===== src/rtl/bullet_pool_ctrl.sv =====
// Shared bullet-slot pool for two players: request latching, cooldown, per-player limits, round-robin grant.
// Optional per-player launch/drop counters are enabled by defining BULLET_POOL_STATS_EN.
module bullet_pool_ctrl #(
  parameter int NUM_SLOTS       = 4,
  parameter int COOLDOWN_FRAMES = 3,
  parameter int MAX_PER_PLAYER  = 2,
  parameter int ACK_TIMEOUT     = 4
) (
  input  logic                 i_clk,
  input  logic                 i_rst_n,
  input  logic                 i_frame_tick,
  input  logic [1:0]           i_fire_req,
  input  logic [1:0]           i_defend,
  input  logic [10:0]          i_x_p0,
  input  logic [9:0]           i_y_p0,
  input  logic [10:0]          i_x_p1,
  input  logic [9:0]           i_y_p1,
  input  logic [NUM_SLOTS-1:0] i_slot_busy,
  output logic [NUM_SLOTS-1:0] o_launch,
  output logic [10:0]          o_launch_x,
  output logic [9:0]           o_launch_y,
  output logic                 o_launch_owner,
  output logic [NUM_SLOTS-1:0] o_owner_map,
  output logic [1:0]           o_fire_ack,
  output logic                 o_timeout_err
`ifdef BULLET_POOL_STATS_EN
  ,
  output logic [15:0]          o_launch_cnt0,
  output logic [15:0]          o_launch_cnt1,
  output logic [15:0]          o_drop_cnt0,
  output logic [15:0]          o_drop_cnt1
`endif
);

  localparam int SW = $clog2(NUM_SLOTS);
  localparam int HW = $clog2(NUM_SLOTS + 1);
  localparam int CW = (COOLDOWN_FRAMES > 0) ? $clog2(COOLDOWN_FRAMES + 1) : 1;
  localparam int TW = (ACK_TIMEOUT > 1) ? $clog2(ACK_TIMEOUT) : 1;

  typedef enum logic [1:0] {S_IDLE, S_LAUNCH, S_WAIT} state_t;

  state_t               r_state, w_state_nxt;
  logic [NUM_SLOTS-1:0] r_reserved, r_owner, r_launch;
  logic [SW-1:0]        r_slot, w_slot;
  logic [TW-1:0]        r_cnt;
  logic [CW-1:0]        r_cool [2];
  logic [1:0]           r_pending, r_fire_ack, w_elig, w_grant;
  logic                 r_rr, r_launch_owner, r_timeout_err;
  logic [10:0]          r_launch_x;
  logic [9:0]           r_launch_y;
  logic [NUM_SLOTS-1:0] w_free, w_occ;
  logic [HW-1:0]        w_held0, w_held1;
  logic                 w_any_free, w_win, w_contend, w_done_ok, w_done_to;

  assign w_occ      = r_reserved | i_slot_busy;
  assign w_free     = ~w_occ;
  assign w_any_free = |w_free;

  // Lowest free slot and per-player occupancy in one sweep
  always_comb begin
    w_slot  = '0;
    w_held0 = '0;
    w_held1 = '0;
    for (int i = NUM_SLOTS - 1; i >= 0; i--) begin
      if (w_free[i]) w_slot = SW'(i);
      w_held0 = w_held0 + HW'(w_occ[i] & ~r_owner[i]);
      w_held1 = w_held1 + HW'(w_occ[i] & r_owner[i]);
    end
  end

  // A player holding defend is never granted, even in the cycle its request is dropped
  assign w_elig[0] = r_pending[0] & ~i_defend[0] & (r_cool[0] == '0) &
                     (w_held0 < HW'(MAX_PER_PLAYER)) & w_any_free;
  assign w_elig[1] = r_pending[1] & ~i_defend[1] & (r_cool[1] == '0) &
                     (w_held1 < HW'(MAX_PER_PLAYER)) & w_any_free;
  assign w_contend = &w_elig;
  assign w_win     = w_contend ? r_rr : w_elig[1];

  always_ff @(posedge i_clk) begin
    if (!i_rst_n) r_state <= S_IDLE;
    else          r_state <= w_state_nxt;
  end

  always_comb begin
    w_state_nxt = r_state;
    case (r_state)
      S_IDLE:   if (|w_elig) w_state_nxt = S_LAUNCH;
      S_LAUNCH: w_state_nxt = S_WAIT;
      S_WAIT:   if (i_slot_busy[r_slot] || r_cnt == TW'(ACK_TIMEOUT - 1)) w_state_nxt = S_IDLE;
      default:  w_state_nxt = S_IDLE;
    endcase
  end

  always_comb begin
    w_grant   = 2'b00;
    w_done_ok = 1'b0;
    w_done_to = 1'b0;
    case (r_state)
      S_IDLE:  if (|w_elig) w_grant = w_win ? 2'b10 : 2'b01;
      S_WAIT: begin
        w_done_ok = i_slot_busy[r_slot];
        w_done_to = ~i_slot_busy[r_slot] & (r_cnt == TW'(ACK_TIMEOUT - 1));
      end
      default: ;
    endcase
  end

  always_ff @(posedge i_clk) begin
    if (!i_rst_n) begin
      r_reserved     <= '0;
      r_owner        <= '0;
      r_slot         <= '0;
      r_cnt          <= '0;
      r_pending      <= '0;
      r_cool[0]      <= '0;
      r_cool[1]      <= '0;
      r_rr           <= 1'b0;
      r_launch       <= '0;
      r_launch_x     <= '0;
      r_launch_y     <= '0;
      r_launch_owner <= 1'b0;
      r_fire_ack     <= '0;
      r_timeout_err  <= 1'b0;
    end else begin
      r_launch       <= '0;
      r_launch_x     <= '0;
      r_launch_y     <= '0;
      r_launch_owner <= 1'b0;
      r_fire_ack     <= w_grant;
      for (int p = 0; p < 2; p++) begin
        r_pending[p] <= ((r_pending[p] & ~w_grant[p]) | i_fire_req[p]) & ~i_defend[p];
        if (w_grant[p])
          r_cool[p] <= CW'(COOLDOWN_FRAMES);
        else if (i_frame_tick && r_cool[p] != '0)
          r_cool[p] <= r_cool[p] - CW'(1);
      end
      if (|w_grant) begin
        r_reserved[w_slot] <= 1'b1;
        r_owner[w_slot]    <= w_win;
        r_slot             <= w_slot;
        r_launch           <= NUM_SLOTS'(1) << w_slot;
        r_launch_x         <= w_win ? i_x_p1 : i_x_p0;
        r_launch_y         <= w_win ? i_y_p1 : i_y_p0;
        r_launch_owner     <= w_win;
        if (w_contend) r_rr <= ~w_win;
      end
      if (r_state == S_LAUNCH)  r_cnt <= '0;
      else if (r_state == S_WAIT) r_cnt <= r_cnt + TW'(1);
      if (w_done_ok || w_done_to) r_reserved[r_slot] <= 1'b0;
      if (w_done_to) r_timeout_err <= 1'b1;
    end
  end

  assign o_launch       = r_launch;
  assign o_launch_x     = r_launch_x;
  assign o_launch_y     = r_launch_y;
  assign o_launch_owner = r_launch_owner;
  assign o_owner_map    = r_owner;
  assign o_fire_ack     = r_fire_ack;
  assign o_timeout_err  = r_timeout_err;

`ifdef BULLET_POOL_STATS_EN
  logic [15:0] r_lcnt [2];
  logic [15:0] r_dcnt [2];

  always_ff @(posedge i_clk) begin
    if (!i_rst_n) begin
      r_lcnt[0] <= '0;
      r_lcnt[1] <= '0;
      r_dcnt[0] <= '0;
      r_dcnt[1] <= '0;
    end else begin
      for (int p = 0; p < 2; p++) begin
        if (r_fire_ack[p]) r_lcnt[p] <= r_lcnt[p] + 16'd1;
        if (r_pending[p] & ~w_grant[p] & (i_defend[p] | i_fire_req[p]))
          r_dcnt[p] <= r_dcnt[p] + 16'd1;
      end
    end
  end

  assign o_launch_cnt0 = r_lcnt[0];
  assign o_launch_cnt1 = r_lcnt[1];
  assign o_drop_cnt0   = r_dcnt[0];
  assign o_drop_cnt1   = r_dcnt[1];
`endif

endmodule


===== config.mk =====
export PLATFORM = sky130hd
export DESIGN_NAME = bullet_pool_ctrl
export DESIGN_NICKNAME = d
export VERILOG_FILES = /design/src/rtl/bullet_pool_ctrl.sv
export SDC_FILE = /design/constraint.sdc
export NUM_CORES = 1
export LEC_CHECK = 0
export ABC_AREA = 0
export CAP_MARGIN = 20
export CELL_PAD_IN_SITES_DETAIL_PLACEMENT = 1
export CELL_PAD_IN_SITES_GLOBAL_PLACEMENT = 2
export CORE_MARGIN = 2
export CORE_UTILIZATION = 25
export DETAILED_ROUTE_END_ITERATION = 8
export GPL_TIMING_DRIVEN = 0
export PLACE_DENSITY = 0.84
export RECOVER_POWER = 25
export SLEW_MARGIN = 20
export SYNTH_ARGS = -nofsm -noshare
export SYNTH_HDL_FRONTEND = slang
export SYNTH_SLANG_ARGS = --single-unit

===== constraint.sdc =====
create_clock -name i_clk -period 3.9 [get_ports i_clk]
set_clock_uncertainty 0.15 [all_clocks]
set_input_delay 1.17 -clock i_clk [delete_from_list [all_inputs] [get_ports i_clk]]
set_output_delay 1.17 -clock i_clk [all_outputs]
set_load 0.005 [all_outputs]

==> out/qor.tcl, run 1 <==
set qor(grt_pass1_wl_um) 10300
set qor(critPathRequiredTime_ns) 3.80
set qor(startpoint_type) {input pin}
set qor(dr.pass1.iters) 4
set qor(drtAntennaViolNets) 0
set qor(number_of_max_slew_violations_in_the_final_report) 0
set qor(cts_num_sinks) 50
set qor(cap_violations) 0
set qor(post-route-cell-area_um2) 3340
set qor(drive_gt1_frac) 0.0901
set qor(cellLeakagePower_uw) 0.00142
set qor(swShare) 0.240
set qor(groute.layer.met2.usage) 0.235
set qor(ir_drop_uv) 129
set qor(most-common-layout-cells) {62 x clkdlybuf4s50_1, 46 x dfxtp_1, 42 x nor2_1}
set qor(dpl.hpwl_um) 4790
set qor(clkLatencyLatePin_ns) 0.30
set qor(slew_headroom) 0.632
set qor(grt_pass1_vias) 2126
set qor(setup_crit_end_kind) {flop}
set qor(global_route_total_overflow) 0
set qor(power.clock.fraction) 0.320
set qor(die_height_um) 96.9
set qor(weighted_congestion_reported_at_the_end_of_routability_driven_placement) 0.807
set qor(totalNegativeSetupSlack_ns) 0
set qor(placement.setup.worst_slack_ns) -0.825
set qor(critical_path_arrival_ns) 3.68
set qor(share_of_the_core_filled_with_cells) 0.402
set qor(floorplan.die_area_um2) 9390
set qor(detailroute.via_count) 2025
set qor(clk_root_buffer_cell) {clkbuf_8}
set qor(final_period_minus_worst_setup_slack_ns) 3.78
set qor(worst-slew-pin-transition_ns) 0.547
set qor(routedWlPerCell_um) 14.5
set qor(portBuffers) 85
set qor(clkSlewWorstSetupHoldPaths_ns) 0.09
set qor(worstPathCellList) {clkdlybuf4s50_1, nor2_4, nor2b_1, fa_1, nand2_1, o21ai_4, a21o_1, clkbuf_4, inv_2, a2111oi_4, a21oi_1}
set qor(tritoncts.num_buffers) 5
set qor(status) {completed}
set qor(kind_of_cell_with_the_highest_combined_delay_on_the_critical_path) {compound AO/OA/AOI/OAI gates}
set qor(post-route-worst-setup-slack_ns) 0.119
set qor(postPlaceCellArea_um2) 3140
set qor(critical_path_maximum_fanout) 8
set qor(final_min_period_over_clock_period) 0.970
set qor(grt_usage) 0.136
set qor(netSwitchingPower_uw) 238
set qor(postCtsHoldBufs) 0
set qor(grt.met1_usage) 0.154
set qor(path_buf_inv) 3
set qor(floorplan.die.width_um) 96.9
set qor(tritoncts_clock_tree) {built}
set qor(synth_nets) 282
set qor(wl_um) 6180
set qor(yosysSeqAreaShare) 0.482
set qor(htree_levels) 2
set qor(power_uw) 992
set qor(floorplan.io_pins) 86
set qor(finalHoldViolCount) 0
set qor(share_comb_of_total_power) 0.141
set qor(start_util) 0.260
set qor(p_per_area_nw_per_um2) 297
set qor(maximum_clock_rate_ghz) 0.264
set qor(iteration_0_drc_markers) 32
set qor(design.core.area_um2) 8300
set qor(remaining_routing_drc_violations) 0
set qor(area_growth_syn_to_layout_pct) 54.6
set qor(antenna_cells_inserted) 0
set qor(critical_path.slowest_cell) {clkdlybuf4s50_1}
set qor(route.detailed.vias_per_inst) 4.74
set qor(setup-violations-final) 0
set qor(seqPwrFrac) 0.538
set qor(global_route.usage.met3) 0.0585
set qor(initial_antenna_violation_count) 0
set qor(row_count) 33
set qor(timing.setup.critical_path_class) {in2reg}
set qor(synth.distinct_cells) 44
set qor(maximum_number_of_pins_on_one_net_before_global_route_repair) 15
set qor(syn-mean-instance-area_um2) 9.64
set qor(worstHoldPathType) {reg2reg}
set qor(synth_seq_cells) 50
set qor(layout.filler_cells) 935
set qor(design.final.nets) 379
set qor(layout_commonest_cell) {clkdlybuf4s50_1}
set qor(timing.critical_path.slowest_cell_delay_ns) 0.50
set qor(cts_buffer_depth) 2
set qor(netlist_instances) 224
set qor(power.internal_uw) 754
set qor(synth-warning-count) 0
set qor(global_route.peak_usage_layer) {met2}
set qor(syn-cell-area_um2) 2160
-- cells by family after synthesis --
| family | synth area share |
|---|---|
| simple gates | 0.173 |
| mux | 0.112 |
| compound gates | 0.153 |
| fa+ha+maj | 0.0359 |
| flops | 0.482 |
| xor+xnor | 0.00812 |
| buf+inv | 0.0354 |
-- synth_stat cells, drive strengths merged --
cell type,number,area (um2)
or4b,1,10.0
nand3,3,15.0
o21ba,1,10.0
nor3b,2,15.0
mux4,1,22.5
clkbuf,3,11.3
a21oi,14,70.1
dfxtp,46,921
o21bai,1,7.51
and3,1,6.26
o21ai,9,48.8
nor2,46,175
o31ai,3,22.5
a211o,2,17.5
inv,8,30.0
nor2b,4,25.0
nor4,1,6.26
edfxtp,4,120
xnor2,2,17.5
o32ai,1,8.76
clkinv,1,3.75
buf,4,31.3
and4bb,1,12.5
nor3,3,15.0
ha,3,37.5
a2111oi,3,38.8
a211oi,5,37.5
o32a,2,20.0
a21o,2,15.0
nand4bb,1,11.3
o22ai,3,18.8
or3,4,25.0
o211ai,1,7.51
nand2,10,37.5
nand2b,3,18.8
mux2i,22,220
fa,2,40.0
o21a,1,7.51
-- routing by layer --
layer | vias up | share of wire | routed length, um
met5 | - | 0 | 0
met4 | 0 | 0.011 | 68
met3 | 6 | 0.089 | 553
met2 | 68 | 0.49 | 3010
met1 | 967 | 0.41 | 2550
li1 | 984 | - | -
-- stage by stage --
stage          cells  hold WS, ns
6_report         427        0.327
2_1_floorplan    224        0.294
3_3_place_gp     414        0.296
4_1_cts          423        0.341
5_1_grt          427        0.376
3_5_place_dp     414        0.319
-- sequential cells by signal (all words and copies together) (netlist names), 2 cells and up --
signal       cells
o_owner_map      4
r_cnt            2
o_launch_x      11
r_cool           4
r_pending        2
r_state          2
o_launch_y      10
o_fire_ack       2
o_launch         4
r_slot           2
r_reserved       4
-- final timing paths --
kind	from	to	slack, ns	depth (start not counted)
worst max register to register	r_reserved[2]$_SDFF_PN0_	r_cool[1][0]$_DFFE_PP_	1.13	10
worst min-delay path	o_timeout_err$_SDFFE_PN0P_	o_timeout_err$_SDFFE_PN0P_	0.33	1
worst min register to register	o_timeout_err$_SDFFE_PN0P_	o_timeout_err$_SDFFE_PN0P_	0.33	1
worst max-delay path	i_slot_busy[2]	r_cool[1][0]$_DFFE_PP_	0.12	11
-- worst reg2reg max path, delay by kind of cell (launching register included) --
kind | cells | cell delay, ns
compound gates | 4 | 0.88
fa+ha+maj | 1 | 0.50
simple gates | 3 | 0.36
flops | 1 | 0.36
buf+inv | 2 | 0.28
-- power groups by stage --
stage	registers, uW	logic (uW)	clock network, uW
3_5_place_dp	546	135	0
4_1_cts	534	139	329
6_report	534	140	318
2_1_floorplan	545	56.6	0
3_3_place_gp	545	131	0
5_1_grt	535	155	355
-- layout make-up --
class	count	area, um2	share of cell area
multi-input cells	158	1100	0.330
flip-flops and latches	50	1040	0.312
repair buffers	90	893	0.268
well taps	105	131	0.0394
clock buffers	7	86.3	0.0259
plain buffers	7	45.0	0.0135
inverters	9	33.8	0.0101
clock inverters	1	5.00	0.00150
-- timing repair --
item | CTS | global route
pin swaps | 1 | 2
resized for setup | 9 | 5
buffers inserted | 1 | 4
endpoints found under the setup margin | 37 | 4
Note: power is estimated with default switching activity, not from simulation.
==> run 2: changes to the inputs <==
--- a/config.mk
+++ b/config.mk
@@ -11,6 +11,7 @@
 export CELL_PAD_IN_SITES_GLOBAL_PLACEMENT = 2
 export CORE_MARGIN = 2
 export CORE_UTILIZATION = 25
+export CTS_CLUSTER_SIZE = 24
 export DETAILED_ROUTE_END_ITERATION = 8
 export GPL_TIMING_DRIVEN = 0
 export PLACE_DENSITY = 0.84
==> results of run 2 <==
The final DEF is identical to that of run 1; final timing and power are the same.
==> variant 1 (config.mk and constraints of run 2) <==
Encoding of `state_t`: now one-hot (3 bits for 3 states).
--- a/src/rtl/bullet_pool_ctrl.sv
+++ b/src/rtl/bullet_pool_ctrl.sv
@@ -39,3 +39,3 @@
 
-  typedef enum logic [1:0] {S_IDLE, S_LAUNCH, S_WAIT} state_t;
+  typedef enum logic [2:0] {S_IDLE = 3'b001, S_LAUNCH = 3'b010, S_WAIT = 3'b100} state_t;
 
Function: no difference found for any inputs over 10 cycles, from zero or initial values and one cycle with i_rst_n low; not proved beyond that.
==> variant 1 against run 2 <==
Synthesized area increased by 13%. Wire length is 23% higher. Die area increased by 12%. Sequential power grew 2%. Final area is 7.8% higher. Count of clock-buffer cells in the layout stayed put. Sequential cell count is 1 higher. Non-clock buffer count is 5 higher. Power is 8.0% higher. Worst setup slack worse by 0.0086 ns. Maximum frequency shrank 0.23%.
==> variant 1: results (changes against run 2) <==
| Metric | Value |
|---|---|
| Run status | `finished, final reports clean (unchanged)` |
| Cell with the largest stage delay on the worst path | `sky130_fd_sc_hd__a2111o_1 (was sky130_fd_sc_hd__clkdlybuf4s50_1)` |
| Detail Placement HPWL | `5.65 mm (was 4.79 mm)` |
| Remaining number of nets flagged by the antenna check after routing | `0 (unchanged)` |
| Starting DRC count in detailed routing | `77 (was 32)` |
| DRT Pass-1 Iters | `4 (unchanged)` |
| I/O Buffers | `84 (was 85)` |
| DP Area | `0.00343 mm^2 (was 0.00314 mm^2)` |
| Worst Path Max Fanout | `10 (was 8)` |
| Post-synthesis share of cell area spent on full adders, half adders and majority gates | `3.19% (was 3.59%)` |
| Number of antenna violations at the first check in global routing | `0 (unchanged)` |
| Routability cong. | `0.826 (was 0.807)` |
| Dpl ws | `-0.597 ns (was -0.825 ns)` |
| Part of the Yosys area used for sequential elements | `43.6% (was 48.2%)` |
| Fraction of layout instances using a drive strength above 1 | `15.0% (was 9.01%)` |
| Number of global-route vias before repair | `2474 (was 2126)` |
| Crit-path max cell delay | `0.58 ns (was 0.50 ns)` |
| Routed wirelength normalized by instance count | `15.7 um (was 14.5 um)` |
| Share of cell area taken by muxes after synthesis | `2.57% (was 11.2%)` |
| Pin count of the biggest net entering global routing | `16 (was 15)` |
| Global-route wire length before repair | `12.3 mm (was 10.3 mm)` |
| Count of instances resized after the clock tree is built | `5 (was 9)` |
| Met2 usage in global routing | `25.4% (was 23.5%)` |
| Detail Route met2 WL | `3.67 mm (was 3.01 mm)` |
| Total via count after detailed routing | `2385 (was 2025)` |
| Worst slew margin | `62.7% (was 63.2%)` |
| GRT Util Overall | `14.9% (was 13.6%)` |
| Routed wl met3 | `552 um (was 553 um)` |
| M3 GR Usage | `4.95% (was 5.85%)` |
| Most instantiated cells after synthesis | `47 x sky130_fd_sc_hd__dfxtp_1, 23 x sky130_fd_sc_hd__nand3_1, 23 x sky130_fd_sc_hd__o21ai_0 (was 46 x sky130_fd_sc_hd__dfxtp_1, 45 x sky130_fd_sc_hd__nor2_1, 22 x sky130_fd_sc_hd__mux2i_1)` |
| XOR/XNOR share of the synthesized area | `0% (was 0.812%)` |
| Synthesized-area fraction occupied by ao, oa, aoi and oai cells | `29.0% (was 15.3%)` |
| Setup Fix Bufs, Post-CTS | `0 (was 1)` |
| Distinct cell type count after synthesis | `56 (was 44)` |
| Net Count, Synth | `316 (was 282)` |
| Post-layout nets | `411 (was 379)` |
| Psw | `255 uW (was 238 uW)` |
| Flop pwr share | `50.9% (was 53.8%)` |
| Arrival @ worst endpoint | `3.89 ns (was 3.68 ns)` |
| CTS clock-pin slew for the worst setup and hold paths | `0.10 ns` |
| Met1 wire length | `3.31 mm (was 2.55 mm)` |
| Power of the sequential group | `546 uW (was 534 uW)` |
| Peak supply drop | `0.140 mV (was 0.129 mV)` |
==> variant 1: cell count changes after synthesis, sizes merged, moves of 4 or more <==
cell / delta
or3: -4
mux2i: -18
o21ai: +19
nor2: -28
nand2: +6
clkbuf: +9
nand3: +20
a21oi: +11
==> variant 1: cells by family after synthesis <==
| logic type | count (synthesis) |
|---|---|
| simple gates | 80 |
| compound gates | 92 |
| flops | 51 |
| mux | 5 |
| buf+inv | 25 |
| fa+ha+maj | 5 |
==> variant 1: stage by stage <==
| stage | cells | hold slack (ns) | setup TNS (ns) |
|---|---|---|---|
| finish | 483 | 0.321 | 0 |
| global route | 483 | 0.356 | 0 |
| CTS | 479 | 0.327 | 0 |
| detailed placement | 471 | 0.303 | -23.75 |
| global placement | 471 | 0.296 | -19.59 |
| floorplan | 258 | 0.296 | 0 |
==> variant 1: worst paths after layout <==
check / slack (ns) / cells after the start / endpoint / startpoint
worst min-delay path: 0.32 / 1 / o_timeout_err$_SDFFE_PN0P_ / o_timeout_err$_SDFFE_PN0P_
worst max register to register: 1.12 / 8 / o_launch_y[6]$_SDFF_PN0_ / r_reserved[2]$_SDFF_PN0_
worst max-delay path: 0.11 / 9 / o_launch_y[6]$_SDFF_PN0_ / i_slot_busy[2]
worst min register to register: 0.32 / 1 / o_timeout_err$_SDFFE_PN0P_ / o_timeout_err$_SDFFE_PN0P_
==> variant 1: area by class of cell <==
class                           count  area (um^2)
Fill cell                        1090         5730
Multi-Input combinational cell    182         1280
Sequential cell                    51         1060
Timing Repair Buffer               88          871
Tap cell                          129          161
Clock buffer                        7         76.3
Buffer                             14         72.6
Inverter                           11         41.3
Clock inverter                      1         30.0
==> variant 2 (config.mk and constraints of run 2) <==
Made on the original files. The parameter `NUM_SLOTS` goes from 4 to 2.
--- a/src/rtl/bullet_pool_ctrl.sv
+++ b/src/rtl/bullet_pool_ctrl.sv
@@ -3,3 +3,3 @@
 module bullet_pool_ctrl #(
-  parameter int NUM_SLOTS       = 4,
+  parameter int NUM_SLOTS       = 2,
   parameter int COOLDOWN_FRAMES = 3,
Ports: changed (resized i_slot_busy, o_launch and o_owner_map); port bits go from 86 to 80. The function was not compared with the original's and may differ.
==> variant 2 against run 2 <==
Sequential cell count down 7. Utilization rose by 0.50 points. Hold slack improved by 0.0039 ns. Power shrank 5.9%. Synthesized area shrank 18%. Critical path depth is 6 lower. Global-route usage decreased by 1.4 points. Worst setup slack improved by 0.53 ns. Wire length down 24%. Clock power up 13%. Final area decreased by 17%. Highest routed layer unchanged.
==> variant 2: results (changes against run 2) <==
| Metric | Value |
|---|---|
| Power dissipated in combinational cells | `113 uW (was 140 uW)` |
| Peak supply drop | `0.126 mV (was 0.129 mV)` |
| Routed wirelength normalized by instance count | `13.3 um (was 14.5 um)` |
| Filler cell count in the final layout | `790 (was 935)` |
| Hold path startpoint | `o_owner_map[1]$_SDFFE_PN0P_ (was o_timeout_err$_SDFFE_PN0P_)` |
| Starting DRC count in detailed routing | `22 (was 32)` |
| Fraction of layout instances using a drive strength above 1 | `7.39% (was 9.01%)` |
| Yosys warnings | `0 (unchanged)` |
| Detail Route met2 WL | `2.49 mm (was 3.01 mm)` |
| I/O Buffers | `79 (was 85)` |
| Arrival @ worst endpoint | `3.12 ns (was 3.68 ns)` |
| Cell with the largest stage delay on the worst path | `sky130_fd_sc_hd__a2111oi_0 (was sky130_fd_sc_hd__clkdlybuf4s50_1)` |
| Part of the Yosys area used for sequential elements | `50.8% (was 48.2%)` |
| Routability cong. | `0.718 (was 0.807)` |
| Power of the sequential group | `462 uW (was 534 uW)` |
| Diodes inserted | `0 (unchanged)` |
| Pin count of the biggest net entering global routing | `14 (was 15)` |
| Transition time of the tightest slew-check pin | `0.932 ns (was 0.547 ns)` |
| Internal portion of total power | `733 uW (was 754 uW)` |
| Most instantiated cells after synthesis | `39 x sky130_fd_sc_hd__dfxtp_1, 28 x sky130_fd_sc_hd__nor2_1, 24 x sky130_fd_sc_hd__mux2i_1 (was 46 x sky130_fd_sc_hd__dfxtp_1, 45 x sky130_fd_sc_hd__nor2_1, 22 x sky130_fd_sc_hd__mux2i_1)` |
| Run status | `finished, final reports clean (unchanged)` |
| Count of instances resized after the clock tree is built | `0 (was 9)` |
| Detail Placement HPWL | `3.61 mm (was 4.79 mm)` |
| Total via count after detailed routing | `1526 (was 2025)` |
| Distinct cell type count after synthesis | `40 (was 44)` |
| GRT Util Overall | `12.2% (was 13.6%)` |
| Crit-path max cell delay | `0.78 ns (was 0.50 ns)` |
| Met1 wire length | `1.92 mm (was 2.55 mm)` |
| Leakage | `1.10 nW (was 1.42 nW)` |
| Worst setup path start | `i_rst_n (was i_slot_busy[2])` |
| Top cells by area, synth | `sky130_fd_sc_hd__dfxtp_1 44%, sky130_fd_sc_hd__mux2i_1 14%, sky130_fd_sc_hd__edfxtp_1 6.8% (was sky130_fd_sc_hd__dfxtp_1 43%, sky130_fd_sc_hd__mux2i_1 10%, sky130_fd_sc_hd__nor2_1 7.8%)` |
| Worst Path Max Fanout | `3 (was 8)` |
| Post-layout nets | `310 (was 379)` |
| Internal reg-to-reg setup slack | `1.46 ns (was 1.13 ns)` |
| Setup Fix Bufs, Post-CTS | `0 (was 1)` |
| DRT Pass-1 Iters | `2 (was 4)` |
| Net Count, Synth | `224 (was 282)` |
## variant 2: path summary, 6_finish.rpt
kind	depth (start not counted)	to
worst max-delay path	5	r_cool[0][1]$_SDFFCE_PN0P_
worst min-delay path	2	o_owner_map[1]$_SDFFE_PN0P_
worst max register to register	7	r_cool[0][1]$_SDFFCE_PN0P_
worst min register to register	2	o_owner_map[1]$_SDFFE_PN0P_
## variant 2: kinds of logic (layout without fill, tap and decap cells)
family | count (synthesis) | count (layout) | share of synthesized area, %
AOI/OAI and AO/OA | 26 | 26 | 12.4
xor gates and xnor gates | 2 | 2 | 0.988
adders and majority gates | 3 | 3 | 2.12
buffers and inverters | 16 | 103 | 4.52
DFF | 43 | 43 | 50.8
muxes | 24 | 24 | 13.5
and+or+nand+nor | 56 | 56 | 15.6
## variant 2: critical path: cells and delay by family
kind | cells | cell delay, ns
simple gates | 3 | 0.62
compound gates | 1 | 0.78
buf+inv | 1 | 0.54
## variant 2: final cells by class
cell class | count | share of cell area [%]
buffer | 7 | 1.62
timing repair buffer | 79 | 28.4
sequential | 43 | 32.4
multi-input combinational | 111 | 27.6
clock buffer | 8 | 4.41
inverter | 9 | 1.22
tap | 96 | 4.32
## variant 2: routing by layer
layer,vias up,track usage (%)
met5,-,0
met4,0,4.55
met3,6,3.17
met2,35,21.3
met1,724,14.4
li1,761,-
## variant 2: through the flow
stage	cell area, um^2	setup WS [ns]	std cells	hold WS, ns	total power [mW]
3_3_place_gp	2680	0.785	345	0.312	0.586
6_report	2780	0.652	353	0.331	0.933
3_5_place_dp	2680	0.770	345	0.317	0.589
5_1_grt	2780	0.513	353	0.368	0.974
4_1_cts	2810	1.08	353	0.327	0.948
2_1_floorplan	1770	1.41	170	0.302	0.518
